### config.mk
export PLATFORM = sky130hd
export DESIGN_NAME = hazard_unit
export DESIGN_NICKNAME = d
export VERILOG_FILES = /design/src/rtl/hazard_pkg.sv /design/src/rtl/hazard_match.sv /design/src/rtl/hazard_unit.sv
export SDC_FILE = /design/constraint.sdc
export NUM_CORES = 1
export LEC_CHECK = 0
export BUFFER_PORTS_ARGS = -buffer_cell sky130_fd_sc_hd__buf_2
export CAP_MARGIN = 20
export CORE_ASPECT_RATIO = 0.7
export CORE_MARGIN = 2
export CORE_UTILIZATION = 40
export CTS_CLUSTER_DIAMETER = 80
export DETAILED_ROUTE_END_ITERATION = 7
export PLACE_DENSITY_LB_ADDON = 0.25
export SETUP_SLACK_MARGIN = 0.5
export SKIP_CTS_REPAIR_TIMING = 1
export SLEW_MARGIN = 0
export SYNTH_ARGS = -nofsm -noshare
export SYNTH_HDL_FRONTEND = slang
export SYNTH_HIERARCHICAL = 1
export SYNTH_SLANG_ARGS = --single-unit
### constraint.sdc
create_clock -name clk -period 2.2 [get_ports clk]
set_input_delay 0.44 -clock clk [delete_from_list [all_inputs] [get_ports clk]]
set_output_delay 0.44 -clock clk [all_outputs]
set_load 0.02 [all_outputs]
### src/rtl/hazard_pkg.sv
// Shared types and helpers for the pipeline hazard unit.
package hazard_pkg;

    // Widest register address the tag pipeline can hold; narrower addresses
    // are zero-extended into the entry so one struct serves every AW <= 16.
    localparam int ADDR_MAX = 16;

    // Select value meaning "read the register file, no bypass".
    localparam int FWD_SEL_RF = 0;

    // One tracked in-flight instruction.
    typedef struct packed {
        logic                valid;
        logic                wr;
        logic                load;
        logic [ADDR_MAX-1:0] addr;
    } stage_t;

    // Select width: must encode 0 (register file) plus stages 1..n.
    function automatic int sel_width(input int stages);
        return $clog2(stages + 1);
    endfunction

endpackage

### src/rtl/hazard_match.sv
// Per-port priority matcher: finds the youngest in-flight writer of the
// source register and flags it when its load data is not yet available.
module hazard_match
    import hazard_pkg::*;
#(
    parameter int AW         = 4,
    parameter int FWD_STAGES = 3,
    parameter int LOAD_LAT   = 1,
    parameter int SELW       = sel_width(FWD_STAGES)
) (
    input  logic [AW-1:0]                 src_addr_i,
    input  logic                          src_rd_i,
    input  stage_t [FWD_STAGES-1:0]       stages_i,
    output logic [SELW-1:0]               sel_o,
    output logic                          blocked_o
);

    // Scan oldest to youngest so the youngest match overwrites older ones;
    // blocked_o is overwritten together with sel_o, so only the youngest
    // match decides whether the port has to wait for load data.
    always_comb begin
        sel_o     = SELW'(FWD_SEL_RF);
        blocked_o = 1'b0;
        if (src_rd_i) begin
            for (int k = FWD_STAGES; k >= 1; k--) begin
                if (stages_i[k-1].valid && stages_i[k-1].wr &&
                    (stages_i[k-1].addr == ADDR_MAX'(src_addr_i))) begin
                    sel_o     = SELW'(k);
                    blocked_o = stages_i[k-1].load && (k <= LOAD_LAT);
                end
            end
        end
    end

endmodule

### src/rtl/hazard_unit.sv
// Pipeline hazard unit: tracks destination tags of in-flight instructions,
// produces per-port bypass selects and a freeze for load-use hazards.
//
// Handshake: there is no valid/ready pair here. issue_valid qualifies the
// issue_* fields for one cycle and is only accepted when freeze=0; while
// freeze=1 the issue fields are ignored and a bubble enters stage 1.
module hazard_unit
    import hazard_pkg::*;
#(
    parameter  int NUM_SRC    = 4,
    parameter  int AW         = 4,
    parameter  int FWD_STAGES = 3,
    parameter  int LOAD_LAT   = 1,
    localparam int SELW       = sel_width(FWD_STAGES)
) (
    input  logic                    clk,
    input  logic                    rst_n,
    input  logic                    issue_valid,
    input  logic [AW-1:0]           issue_rd,
    input  logic                    issue_wr,
    input  logic                    issue_load,
    input  logic [NUM_SRC*AW-1:0]   src_addr,
    input  logic [NUM_SRC-1:0]      src_rd,
    input  logic                    flush,
    input  logic                    stat_clr,
    output logic [NUM_SRC*SELW-1:0] fwd_sel,
    output logic                    freeze,
    output logic [15:0]             stall_cnt
);

    stage_t [FWD_STAGES-1:0] stage_q, stage_d;
    logic   [NUM_SRC-1:0]    blocked;
    logic   [15:0]           stall_cnt_q, stall_cnt_d;

    // Every read port gets its own matcher over the same tag pipeline.
    for (genvar gi = 0; gi < NUM_SRC; gi++) begin : g_port
        hazard_match #(
            .AW        (AW),
            .FWD_STAGES(FWD_STAGES),
            .LOAD_LAT  (LOAD_LAT),
            .SELW      (SELW)
        ) u_match (
            .src_addr_i(src_addr[gi*AW +: AW]),
            .src_rd_i  (src_rd[gi]),
            .stages_i  (stage_q),
            .sel_o     (fwd_sel[gi*SELW +: SELW]),
            .blocked_o (blocked[gi])
        );
    end

    assign freeze    = |blocked;
    assign stall_cnt = stall_cnt_q;

    // Tag pipeline next state: flush wins, otherwise shift and insert the
    // issuing instruction, or a bubble while frozen.
    always_comb begin
        stage_d = '0;
        if (!flush) begin
            if (!freeze) begin
                stage_d[0].valid = issue_valid;
                stage_d[0].wr    = issue_wr;
                stage_d[0].load  = issue_load;
                stage_d[0].addr  = ADDR_MAX'(issue_rd);
            end
            for (int k = 1; k < FWD_STAGES; k++) begin
                stage_d[k] = stage_q[k-1];
            end
        end
    end

    // Freeze-cycle counter: clear beats increment, saturates at all ones.
    always_comb begin
        stall_cnt_d = stall_cnt_q;
        if (stat_clr) begin
            stall_cnt_d = '0;
        end else if (freeze && (stall_cnt_q != 16'hFFFF)) begin
            stall_cnt_d = stall_cnt_q + 16'd1;
        end
    end

    // State registers; async reset empties the pipeline so freeze drops at once.
    always_ff @(posedge clk or negedge rst_n) begin
        if (!rst_n) begin
            stage_q     <= '0;
            stall_cnt_q <= '0;
        end else begin
            stage_q     <= stage_d;
            stall_cnt_q <= stall_cnt_d;
        end
    end

endmodule

==> results.md <==
* Status: complete, but fails checks
* Failing checks: setup timing
* Syn avg cell area at 8.95 sq um
* Hold Violations, Final at 0
* Total power at 1.49 mW
* Number of I/O pins at 56
* First-pass GRT wire length at 12.4 mm
* Switching share of total power at 0.285
* DIE AREA at 7510 sq um
* Skew final at 12.2 ps
* Cell Area, Synth at 2730 sq um
* Fin Setup TNS at -2490 ps
* Chip Width at 103 um
* Clock share of power at 0.356
* Area grow syn2layout at 57.9%
* DRT Pass-1 Iters at 4
* Worst Path Arrival at 2730 ps
* Final #Nets at 573
* Max_cap viols at 0
* Grt ovf at 0
* Gate power share at 0.186
* Clock Pin Slew Worst Setup and Hold Paths at 80 ps
* CTS tree: done
* Kind of critical path: reg -> reg
* Final HPWL DP at 6.22 mm
* Post-route cell area at 4310 sq um
* Fraction of layout cells with a size suffix above 1 at 0.295
* Post-layout min period at 2500 ps
* CTS Sinks at 35
* Via count at 2,887
* Net Switching at 0.426 mW
* CP Max Fanout at 5
* Inserted Diodes at 0
* RSZ-0062 raised after global routing: yes
* Longest Clk Path Bufs at 2
* Reg power frac at 0.458
* # port buffers at 55
* Crit end category: register
* CP startpoint kind: register
* Max-slew violations at 0
* Largest net degree at the start of global routing at 36
* Commonest non-fill, non-tap cells in the layout: conb_1 (144), buf_2 (49), buf_4 (39)
* Most common cell after layout, fill and taps aside: conb_1
* Area after DPL at 3950 sq um
* H-Tree Depth at 2
* Internal at 1.07 mW
* Leakage power at 1.94 nW
* Initial Util at 0.410
* WL/cell at 12.4 um
* Final period util at 1.14
* Fmax at 399 MHz
* TritonCTS buffer count at 5
* Relative slew margins at 0.456
* Final wirelength at 7.91 mm
* Core area at 6660 sq um
* Cell count after synthesis at 305
* Initial antenna violation count at 0
* Total track usage at 0.215
* Vias in the first global route at 2,742
* Clk_lat worst skew at 290 ps
* Post-route ant nets at 0
* Critical Path RT at 2420 ps
* Slew @ Worst Pin at 815 ps
* Setup violations, final at 20
* Min-Delay Path Class: in -> async
* Final Util at 0.647
* Detailed-route vias per instance at 4.54
* Yosys warns at 6
* PwrDens at 347 nW/um^2
* DR DRC count at 0
* Site Rows at 25
* Maximum VDD drop at 0.240 mV
* PnR worst setup slack at -304 ps
* Root Buffer: clkbuf_8
* Die height at 73.1 um
* Gpl congestion at 0.883
* DRT iter0 DRCs at 59
-- sequential cells by signal, summed over array words and instances (netlist names) --
| signal | count |
|---|---|
| stall_cnt | 16 |
| stage_q | 19 |
-- power by group through the flow --
stage | sequential, mW | combinational [mW] | clock, mW
3_3_place_gp | 0.696 | 0.245 | 0
6_report | 0.685 | 0.277 | 0.532
5_1_grt | 0.686 | 0.312 | 0.581
2_1_floorplan | 0.687 | 0.153 | 0
4_1_cts | 0.684 | 0.255 | 0.549
3_5_place_dp | 0.697 | 0.255 | 0
-- final timing paths --
path,startpoint,to,slack [ps],cells after the start
max,stage_q[0],stall_cnt[9],-300,8
max in group asynchronous,rst_n,stage_q[0],1390,1
max reg2reg,stage_q[0],stall_cnt[9],-300,8
min,rst_n,stall_cnt[12],230,1
min in group clk,issue_rd[3],stage_q[3],360,2
min reg2reg,stage_q[36],stage_q[55],560,1
-- worst max-delay path: stages, from the launching register on --
cell     delay (ps)
dfrtp_2         480
xnor2_1         170
nand4_1         130
nor3_2          290
and3_4          260
nor4_4           50
or4_4           410
or4_4           490
a21oi_2         150
-- metrics by stage --
| step | instances | hold WS, ps | setup WS, ps |
|---|---|---|---|
| 6_report | 636 | 233 | -304 |
| 5_1_grt | 636 | 290 | -403 |
| 4_1_cts | 630 | 262 | -313 |
| 3_5_place_dp | 622 | 543 | -246 |
| 3_3_place_gp | 622 | 535 | -217 |
| 2_1_floorplan | 448 | 144 | -98.6 |
-- routing by layer --
layer | share of wire | wire length (um) | global-route usage | vias to the layer above
li1 | - | - | - | 1464
met1 | 0.45 | 3550 | 0.284 | 1352
met2 | 0.50 | 3980 | 0.361 | 62
met3 | 0.036 | 282 | 0.0374 | 9
met4 | 0.012 | 92 | 0.0681 | 0
met5 | 0 | 0 | 0 | -
-- area by class of cell --
cell class | instances | area, sq um
inverter | 10 | 42.5
clock buffer | 7 | 96.3
fill | 576 | 2350
tap | 94 | 118
clock inverter | 1 | 7.51
multi-input combinational | 398 | 2580
timing repair buffer | 91 | 572
sequential | 35 | 890
(Power assumes the default switching activity.)
